===== src/rtl/reg_wb_arbiter_if.sv =====
// Producer-side bus of the write-back arbiter: ALU result, load return and load issue.
interface reg_wb_arbiter_if #(
  parameter int DATA_LENGTH     = 32,
  parameter int REG_ADDR_LENGTH = 5
);
  logic                       alu_valid;
  logic [REG_ADDR_LENGTH-1:0] alu_rd;
  logic [DATA_LENGTH-1:0]     alu_data;
  logic                       alu_stall;
  logic                       mem_valid;
  logic [REG_ADDR_LENGTH-1:0] mem_rd;
  logic [DATA_LENGTH-1:0]     mem_data;
  logic                       mem_ready;
  logic                       issue_valid;
  logic [REG_ADDR_LENGTH-1:0] issue_rd;

  modport master (
    output alu_valid, alu_rd, alu_data, mem_valid, mem_rd, mem_data, issue_valid, issue_rd,
    input  alu_stall, mem_ready
  );

  modport slave (
    input  alu_valid, alu_rd, alu_data, mem_valid, mem_rd, mem_data, issue_valid, issue_rd,
    output alu_stall, mem_ready
  );
endinterface


===== src/rtl/reg_wb_arbiter.sv =====
// Register-file write-port arbiter: ALU results win by default, buffered load returns drain
// when the ALU is idle or after STARVE_LIMIT bypassed cycles; tracks outstanding loads per register.
module reg_wb_arbiter #(
  parameter int DATA_LENGTH     = 32,
  parameter int REG_ADDR_LENGTH = 5,
  parameter int FIFO_DEPTH      = 4,
  parameter int STARVE_LIMIT    = 8
) (
  input  logic                            clk,
  input  logic                            rst,
  reg_wb_arbiter_if.slave                 bus,
  output logic [2**REG_ADDR_LENGTH-1:0]   pending,
  output logic                            RegWEn,
  output logic [REG_ADDR_LENGTH-1:0]      addrD,
  output logic [DATA_LENGTH-1:0]          dataD,
  output logic [$clog2(FIFO_DEPTH):0]     fifo_count
);

  localparam int PTR_W = $clog2(FIFO_DEPTH);
  localparam int CNT_W = PTR_W + 1;
  localparam int SW    = $clog2(STARVE_LIMIT + 1);
  localparam int NREG  = 2**REG_ADDR_LENGTH;
  localparam logic [CNT_W-1:0] FULL_COUNT = CNT_W'(FIFO_DEPTH);
  localparam logic [SW-1:0]    STARVE_MAX = SW'(STARVE_LIMIT);

  logic [REG_ADDR_LENGTH-1:0] fifoRd   [FIFO_DEPTH];
  logic [DATA_LENGTH-1:0]     fifoData [FIFO_DEPTH];
  logic [PTR_W-1:0]           wrPtr, rdPtr;
  logic [CNT_W-1:0]           count;
  logic [SW-1:0]              starve;

  logic                       fifoEmpty, forceDrain, aluWrite, push, pop;
  logic [REG_ADDR_LENGTH-1:0] headRd;
  logic [DATA_LENGTH-1:0]     headData;
  logic [NREG-1:0]            pendingNext;

  always_comb begin
    fifoEmpty     = (count == '0);
    headRd        = fifoRd[rdPtr];
    headData      = fifoData[rdPtr];
    // Accept depends only on the registered count, so a same-cycle pop never frees a slot.
    bus.mem_ready = !rst && (count != FULL_COUNT);
    forceDrain    = (starve == STARVE_MAX) && !fifoEmpty;
    aluWrite      = bus.alu_valid && (bus.alu_rd != '0);
    pop           = !rst && !fifoEmpty && (forceDrain || !aluWrite);
    push          = bus.mem_ready && bus.mem_valid && (bus.mem_rd != '0);
    bus.alu_stall = !rst && forceDrain && bus.alu_valid;

    pendingNext = pending;
    if (pop)
      pendingNext[headRd] = 1'b0;
    if (bus.issue_valid && (bus.issue_rd != '0))
      pendingNext[bus.issue_rd] = 1'b1;
    pendingNext[0] = 1'b0;
  end

  always_ff @(posedge clk) begin
    if (push) begin
      fifoRd[wrPtr]   <= bus.mem_rd;
      fifoData[wrPtr] <= bus.mem_data;
    end
  end

  always_ff @(posedge clk) begin
    if (rst) begin
      wrPtr   <= '0;
      rdPtr   <= '0;
      count   <= '0;
      starve  <= '0;
      pending <= '0;
      RegWEn  <= 1'b0;
      addrD   <= '0;
      dataD   <= '0;
    end else begin
      if (push)
        wrPtr <= wrPtr + 1'b1;
      if (pop)
        rdPtr <= rdPtr + 1'b1;

      case ({push, pop})
        2'b10:   count <= count + 1'b1;
        2'b01:   count <= count - 1'b1;
        default: count <= count;
      endcase

      if (pop || fifoEmpty)
        starve <= '0;
      else if (starve != STARVE_MAX)
        starve <= starve + 1'b1;

      pending <= pendingNext;

      if (pop) begin
        RegWEn <= 1'b1;
        addrD  <= headRd;
        dataD  <= headData;
      end else if (aluWrite) begin
        RegWEn <= 1'b1;
        addrD  <= bus.alu_rd;
        dataD  <= bus.alu_data;
      end else begin
        RegWEn <= 1'b0;
      end
    end
  end

  assign fifo_count = count;

endmodule


===== src/flat_wrapper.sv =====
// flat-port wrapper written by rule: the top's interface ports become plain ports
module reg_wb_arbiter_flat 
#(
  parameter int DATA_LENGTH     = 32,
  parameter int REG_ADDR_LENGTH = 5,
  parameter int FIFO_DEPTH      = 4,
  parameter int STARVE_LIMIT    = 8
)
  (clk, rst, pending, RegWEn, addrD, dataD, fifo_count, bus_alu_valid, bus_alu_rd, bus_alu_data, bus_mem_valid, bus_mem_rd, bus_mem_data, bus_issue_valid, bus_issue_rd, bus_alu_stall, bus_mem_ready);
  reg_wb_arbiter_if #(.DATA_LENGTH(DATA_LENGTH), .REG_ADDR_LENGTH(REG_ADDR_LENGTH)) bus_i ();
  input  logic clk;
  input  logic rst;
  output logic [2**REG_ADDR_LENGTH-1:0] pending;
  output logic RegWEn;
  output logic [REG_ADDR_LENGTH-1:0] addrD;
  output logic [DATA_LENGTH-1:0] dataD;
  output logic [$clog2(FIFO_DEPTH):0] fifo_count;
  input wire logic [$bits(bus_i.alu_valid)-1:0] bus_alu_valid;
  input wire logic [$bits(bus_i.alu_rd)-1:0] bus_alu_rd;
  input wire logic [$bits(bus_i.alu_data)-1:0] bus_alu_data;
  input wire logic [$bits(bus_i.mem_valid)-1:0] bus_mem_valid;
  input wire logic [$bits(bus_i.mem_rd)-1:0] bus_mem_rd;
  input wire logic [$bits(bus_i.mem_data)-1:0] bus_mem_data;
  input wire logic [$bits(bus_i.issue_valid)-1:0] bus_issue_valid;
  input wire logic [$bits(bus_i.issue_rd)-1:0] bus_issue_rd;
  output wire logic [$bits(bus_i.alu_stall)-1:0] bus_alu_stall;
  output wire logic [$bits(bus_i.mem_ready)-1:0] bus_mem_ready;
  assign bus_i.alu_valid = bus_alu_valid;
  assign bus_i.alu_rd = bus_alu_rd;
  assign bus_i.alu_data = bus_alu_data;
  assign bus_i.mem_valid = bus_mem_valid;
  assign bus_i.mem_rd = bus_mem_rd;
  assign bus_i.mem_data = bus_mem_data;
  assign bus_i.issue_valid = bus_issue_valid;
  assign bus_i.issue_rd = bus_issue_rd;
  assign bus_alu_stall = bus_i.alu_stall;
  assign bus_mem_ready = bus_i.mem_ready;
  reg_wb_arbiter #(.DATA_LENGTH(DATA_LENGTH), .REG_ADDR_LENGTH(REG_ADDR_LENGTH), .FIFO_DEPTH(FIFO_DEPTH), .STARVE_LIMIT(STARVE_LIMIT)) u_core (.clk(clk), .rst(rst), .bus(bus_i), .pending(pending), .RegWEn(RegWEn), .addrD(addrD), .dataD(dataD), .fifo_count(fifo_count));
endmodule

===== config.mk =====
export PLATFORM = sky130hd
export DESIGN_NAME = reg_wb_arbiter_flat
export DESIGN_NICKNAME = d
export VERILOG_FILES = /design/src/rtl/reg_wb_arbiter_if.sv /design/src/rtl/reg_wb_arbiter.sv /design/src/flat_wrapper.sv
export SDC_FILE = /design/constraint.sdc
export NUM_CORES = 1
export LEC_CHECK = 0
export ABC_AREA = 1
export BUFFER_PORTS_ARGS = -buffer_cell sky130_fd_sc_hd__buf_2
export CAP_MARGIN = 20
export CORE_MARGIN = 2
export CORE_UTILIZATION = 55
export DETAILED_ROUTE_END_ITERATION = 8
export PLACE_DENSITY = 0.79
export SLEW_MARGIN = 30
export SYNTH_ARGS = -nofsm -noshare
export SYNTH_HDL_FRONTEND = slang
export SYNTH_SLANG_ARGS = --single-unit

===== constraint.sdc =====
create_clock -name clk -period 10.8 [get_ports clk]
set_input_delay 3.24 -clock clk [delete_from_list [all_inputs] [get_ports clk]]
set_output_delay 3.24 -clock clk [all_outputs]
set_load 0.03 [all_outputs]

==> summary.txt, run 1 <==
status: finished clean
leak pwr: 4.27 nW
worst setup path class: primary input to output port
Synth Register Bits: 230
post-detail-place hpwl: 12800 um
Synth Net Count: 1018
Max rail drop VDD: 0.166 mV
number of I/O pins: 159
Max-slew headroom: 49.6%
Hold Vio Cnt, Final: 0
Critical Path End Type: output port
Via Count: 7182
GP Congestion: 0.831
total gr overflow: 0
maxcap violations: 0
Slew Viols, Final: 0
Startpoint Class: primary input
total CTS buffers: 24
CTS clk-pin slew, worst paths: 0.06 ns
Cells after Synth: 926
fmax: 0.136 GHz
number of synthesized flops with an enable pin: 148
setup_tns: 0 ns
Layout Cells excl Fill: 1310
share of the synthesized area in the top cell type: 47.7%
H-tree Lvls: 1
PortBufs: 157
fin crit share: 68.1%
nets: 1163
vias per cell: 5.48
FP Rows: 47
vias in the first global route: 6644
initial antenna violation count: 0
RSZ-0062 raised after global routing: no
placement-stage cell area: 10200 um2
Area growth syn-to-layout: 17.1%
CP required: 7.56 ns
share of cells above drive strength 1: 20.6%
maximum root-to-sink buffer count: 3
Avg Cell Area, Syn: 10.1 um2
worst min-delay path class: register to register
worst-margin pin slew: 0.755 ns
fraction of registers with async set/reset: 0%
Starting Density: 56.2%
fin crit period: 7.35 ns
cts hold-fix bufs: 0
Die X: 134 um
Avg WL per Cell: 16.3 um
CTS root buffer: clkbuf_16
Die Height: 134 um
Die ar.: 18000 um2
first-pass GRT wire length: 33500 um
FF-to-FF Start: u_core.starve[0]
Cell variety after synth: 31
Inst Count DP: 1265
Pre-antenna DRT Iters: 5
Warnings, synthesis: 0
synthesized area: 9330 um2
Post-DRT Antenna Nets: 0
Most used DFF post-synth: edfxtp_1
most common cell after layout, fill and taps aside: nand2_1
worst setup path start: rst
Seq/Total Area, Yosys: 65.3%
clk sink count: 230
pwr/cell area: 180 nW/um2
Post-CTS Setup Bufs: 0
Placeable Area: 16600 um2
Worst Skew: 0.0222 ns
crit-path max FO: 36
number of remaining DRC errors: 0
commonest non-fill, non-tap cells in the layout: 210 x nand2_1, 157 x buf_2, 148 x edfxtp_1
final WL: 21400 um
post-cts resize count: 0
fillcell total: 1295
1st-iter DRT viols: 655
clk_lat worst skew: 0.52 ns
CTS tree: built
synth top area cells: edfxtp_1 48%, dfxtp_1 18%, nand2_1 8.5%
hold path startpoint: u_core.pending[9]
post-synth top area cell: edfxtp_1
largest net degree at the start of global routing: 77
final setup fails: 0
Pwr Total: 1.96 mW
Overall Global Routing Usage: 23.3%
final instance area: 10900 um2
WP data arrival: 4.11 ns
## path summary, 6_finish.rpt
path	end	slack, ns	cells after the start
worst min register to register	u_core.pending[9]	0.46	2
worst max register to register	u_core.fifo_count[2]	7.38	15
worst max-delay path	bus_mem_ready	3.45	3
worst min-delay path	u_core.pending[9]	0.46	2
## metrics by stage
step | setup slack, ns | utilization [%] | hold slack (ns)
global route | 3.39 | 65.8 | 0.472
global placement | 3.48 | 61.6 | 0.443
detailed placement | 3.47 | 61.6 | 0.452
CTS | 3.47 | 65.8 | 0.460
floorplan | 3.38 | - | 0.433
finish | 3.45 | 65.8 | 0.459
## cells by family after synthesis
logic type | after synthesis | synth area share (%)
xor+xnor | 2 | 0.188
other cells | 1 | 0.0402
compound gates | 228 | 12.8
buf+inv | 88 | 4.68
fa+ha+maj | 8 | 1.15
simple gates | 369 | 15.9
flops | 230 | 65.3
## synth_stat cells (2+ instances only)
| cell type | count |
|---|---|
| buf_6 | 7 |
| nor2_2 | 5 |
| nand2_2 | 2 |
| edfxtp_1 | 148 |
| o21ai_1 | 5 |
| o211ai_1 | 2 |
| clkbuf_1 | 21 |
| o21ai_0 | 109 |
| inv_1 | 33 |
| a21oi_1 | 78 |
| buf_4 | 12 |
| ha_1 | 7 |
| dfxtp_1 | 82 |
| o22ai_1 | 32 |
| nor3_1 | 6 |
| buf_2 | 7 |
| nor2_1 | 121 |
| nor2_4 | 4 |
| inv_2 | 7 |
| nand3_1 | 18 |
| nand2_1 | 210 |
## registers in the layout, indices dropped and copies added (netlist names), 2 cells and up, named ones only
name	count
u_core.starve	4
u_core.fifoRd	20
u_core.rdPtr	2
u_core.addrD	5
u_core.pending	31
u_core.fifoData	128
u_core.fifo_count	3
u_core.wrPtr	2
u_core.dataD	32
## critical path, cell delays in order
cell     delay [ns]
buf_2          0.51
a31oi_1        0.13
buf_2          0.22
## report_power, final
part / internal [mW] / total [mW] / switching, mW
clock: 0.422 / 0.746 / 0.324
sequential: 0.972 / 0.986 / 0.0138
combinational: 0.0659 / 0.233 / 0.167
total: 1.46 / 1.96 / 0.505
## routing by layer
| layer | routed length [um] | vias up | track usage [%] |
|---|---|---|---|
| li1 | - | 3455 | - |
| met1 | 9070 | 3397 | 32.4 |
| met2 | 10200 | 298 | 38.0 |
| met3 | 1790 | 32 | 4.54 |
| met4 | 357 | 0 | 5.91 |
| met5 | 0 | - | 0 |
## layout make-up
cell class	instances	area [um2]	share of cell area (%)
tap	220	275	2.52
antenna	1	2.50	0.0229
inverter	40	150	1.38
clock buffer	37	659	6.04
clock inverter	7	50.0	0.458
timing repair buffer	167	861	7.88
sequential	230	6090	55.7
multi-input combinational	608	2830	26.0
Power figures use the tool's default switching activity.
==> run 2: changes to the inputs <==
==> constraint.sdc (replaced) <==
create_clock -name clk -period 7.1 [get_ports clk]
set_input_delay 2.13 -clock clk [delete_from_list [all_inputs] [get_ports clk]]
set_output_delay 2.13 -clock clk [all_outputs]
set_load 0.03 [all_outputs]
==> run 2 against run 1 <==
- critical path depth did not move
- wire length fell by 1.7%
- count of clock-buffer cells in the layout fell by 4
- final cell count fell by 0.23%
- power rose by 51%
- clock power rose by 49%
- core utilization fell by 0.11 points
- worst setup slack got worse by 1.5 ns
==> summary.txt, run 2 (synthesized netlist as in run 1, its figures left out) <==
clock share of power: 37.4% (-0.5 points)
status: finished clean
FP Rows: 47 (unchanged)
share of cells above drive strength 1: 20.8% (+0.24 points)
vias in the first global route: 6585 (-0.89%)
Hold Vio Cnt, Final: 0 (unchanged)
fmax: 0.194 GHz
cts hold-fix bufs: 0 (unchanged)
Post-DRT Antenna Nets: 0 (unchanged)
Slew Viols, Final: 0 (unchanged)
sequential power share: 50.7% (+0.5 points)
CTS clk-pin slew, worst paths: 0.06 ns (about the same)
most common cell after layout, fill and taps aside: nand2_1
Startpoint Class: primary input
CP Buf/Inv Count: 2 (unchanged)
number of remaining DRC errors: 0 (unchanged)
Die Height: 134 um (unchanged)
max reg flops: 128 (unchanged)
fin crit period: 5.15 ns
CP top delay family: buffers and inverters
Pre-antenna DRT Iters: 5 (unchanged)
CTS root buffer: clkbuf_16
initial antenna violation count: 2 (+2)
Reg area: 6090 um2 (unchanged)
GP Congestion: 0.835 (+0.48%)
H-tree Lvls: 1 (unchanged)
worst min-delay path class: register to register
total gr overflow: 0 (unchanged)
fin crit share: 72.6%
switching power: 0.751 mW (+49%)
first-pass GRT wire length: 32600 um (-2.6%)
worst-margin pin slew: 0.939 ns (+0.184 ns)
most used cell, CP: buf_2
logic gate share of total power: 12.0% (about the same)
fillcell total: 1292 (-0.23%)
multi-input logic area: 2830 um2 (unchanged)
pwr/cell area: 272 nW/um2 (+51%)
commonest non-fill, non-tap cells in the layout: 210 x nand2_1, 157 x buf_2, 148 x edfxtp_1
largest registers: u_core.fifoData (128), u_core.dataD (32), u_core.pending (31)
nets: 1161 (-0.17%)
total CTS buffers: 23 (-4.2%)
Max-slew headroom: 37.2% (-12 points)
PortBufs: 157 (unchanged)
largest net degree at the start of global routing: 77 (unchanged)
post-cts resize count: 0 (unchanged)
Worst Skew: 0.00889 ns (-0.0133 ns)
CP max stage delay: 0.53 ns (+0.02 ns)
fin util: 65.7% (-0.11 points)
Critical Path End Type: output port
vias per cell: 5.47 (-0.27%)
Biggest register: u_core.fifoData
clk_lat worst skew: 0.50 ns (-0.02 ns)
final setup fails: 0 (unchanged)
Post-CTS Setup Bufs: 0 (unchanged)
Die X: 134 um (unchanged)
WP data arrival: 3.02 ns (-1.09 ns)
RSZ-0062 raised after global routing: no
crit-path max FO: 36 (unchanged)
Starting Density: 56.2% (unchanged)
CP required: 4.97 ns (-2.59 ns)
maxcap violations: 0 (unchanged)
final WL: 21000 um (-1.7%)
clk sink count: 230 (unchanged)
1st-iter DRT viols: 596 (-9.0%)
post-detail-place hpwl: 12600 um (-1.6%)
Avg WL per Cell: 16.1 um (-1.5%)
critical path's slowest cell: buf_2
CP cell instances: buf_2 > a31oi_1 > buf_2
Placeable Area: 16600 um2 (unchanged)
number of I/O pins: 159 (unchanged)
Net Sw Frac: 25.4% (-0.33 points)
Die ar.: 18000 um2 (unchanged)
maximum root-to-sink buffer count: 3 (unchanged)
Pint: 2.21 mW (+51%)
leak pwr: 4.27 nW (about the same)
Area growth syn-to-layout: 16.9%
Overall Global Routing Usage: 22.7% (-0.59 points)
Via Count: 7146 (-0.50%)
worst setup path class: primary input to output port
CTS tree: built
setup_tns: 0 ns (unchanged)
Max rail drop VDD: 0.193 mV (+16%)
==> run 2: changes by cell type in the layout (fill, tap and decap cells not counted) <==
cell       before  now
clkinv_2        3    5
inv_6           0    1
inv_4           0    1
clkbuf_16      24   23
clkinv_8        1    0
clkbuf_8        1    3
buf_4          10    9
clkbuf_1       12    7
inv_2           7    6
==> run 2: power by group through the flow <==
stage	Sequential, mW	Clock [mW]	Combinational [mW]
2_1_floorplan	1.58	0	0.193
3_3_place_gp	1.53	0	0.344
3_5_place_dp	1.53	0	0.351
4_1_cts	1.50	1.12	0.353
5_1_grt	1.51	1.17	0.393
6_report	1.50	1.11	0.354
==> run 2: path summary, 6_finish.rpt <==
kind,startpoint,to,cells after the start,slack [ns]
setup / recovery,rst,bus_mem_ready,3,1.95
hold / removal,u_core.rdPtr[1],register,2,0.46
hold reg to reg,u_core.rdPtr[1],register,2,0.46
setup reg to reg,u_core.starve[0],u_core.fifo_count[2],15,3.66
==> run 2: per-layer routing <==
| metal | vias to the layer above | GRT usage, % | wire length [um] |
|---|---|---|---|
| li1 | 3460 | - | - |
| met1 | 3341 | 30.2 | 8810 |
| met2 | 307 | 37.4 | 9810 |
| met3 | 36 | 5.14 | 1970 |
| met4 | 2 | 7.13 | 401 |
| met5 | - | 0 | 13 |
==> run 2: per-stage QoR <==
stage	cells	power (mW)	setup slack (ns)	hold WS (ns)	area (um2)
3_3_place_gp	1264	1.87	1.94	0.443	10200
4_1_cts	1306	2.97	1.98	0.456	10900
5_1_grt	1306	3.07	1.91	0.470	10900
6_report	1307	2.96	1.95	0.457	10900
2_1_floorplan	926	1.77	1.74	0.433	9330
3_5_place_dp	1264	1.88	1.85	0.451	10200
==> run 2: area by class of cell <==
cell class,count,area share (%)
sequential,230,55.8
multi-input combinational,608,26.0
timing repair buffer,166,7.83
clock buffer,33,5.90
tap,220,2.53
inverter,40,1.40
clock inverter,9,0.482
antenna,1,0.0230
==> run 2: tightest hold or removal path, cell delays in order (launching register included) <==
cell and delay [ns]:
dfxtp_1 0.31, inv_1 0.05, a21oi_1 0.06
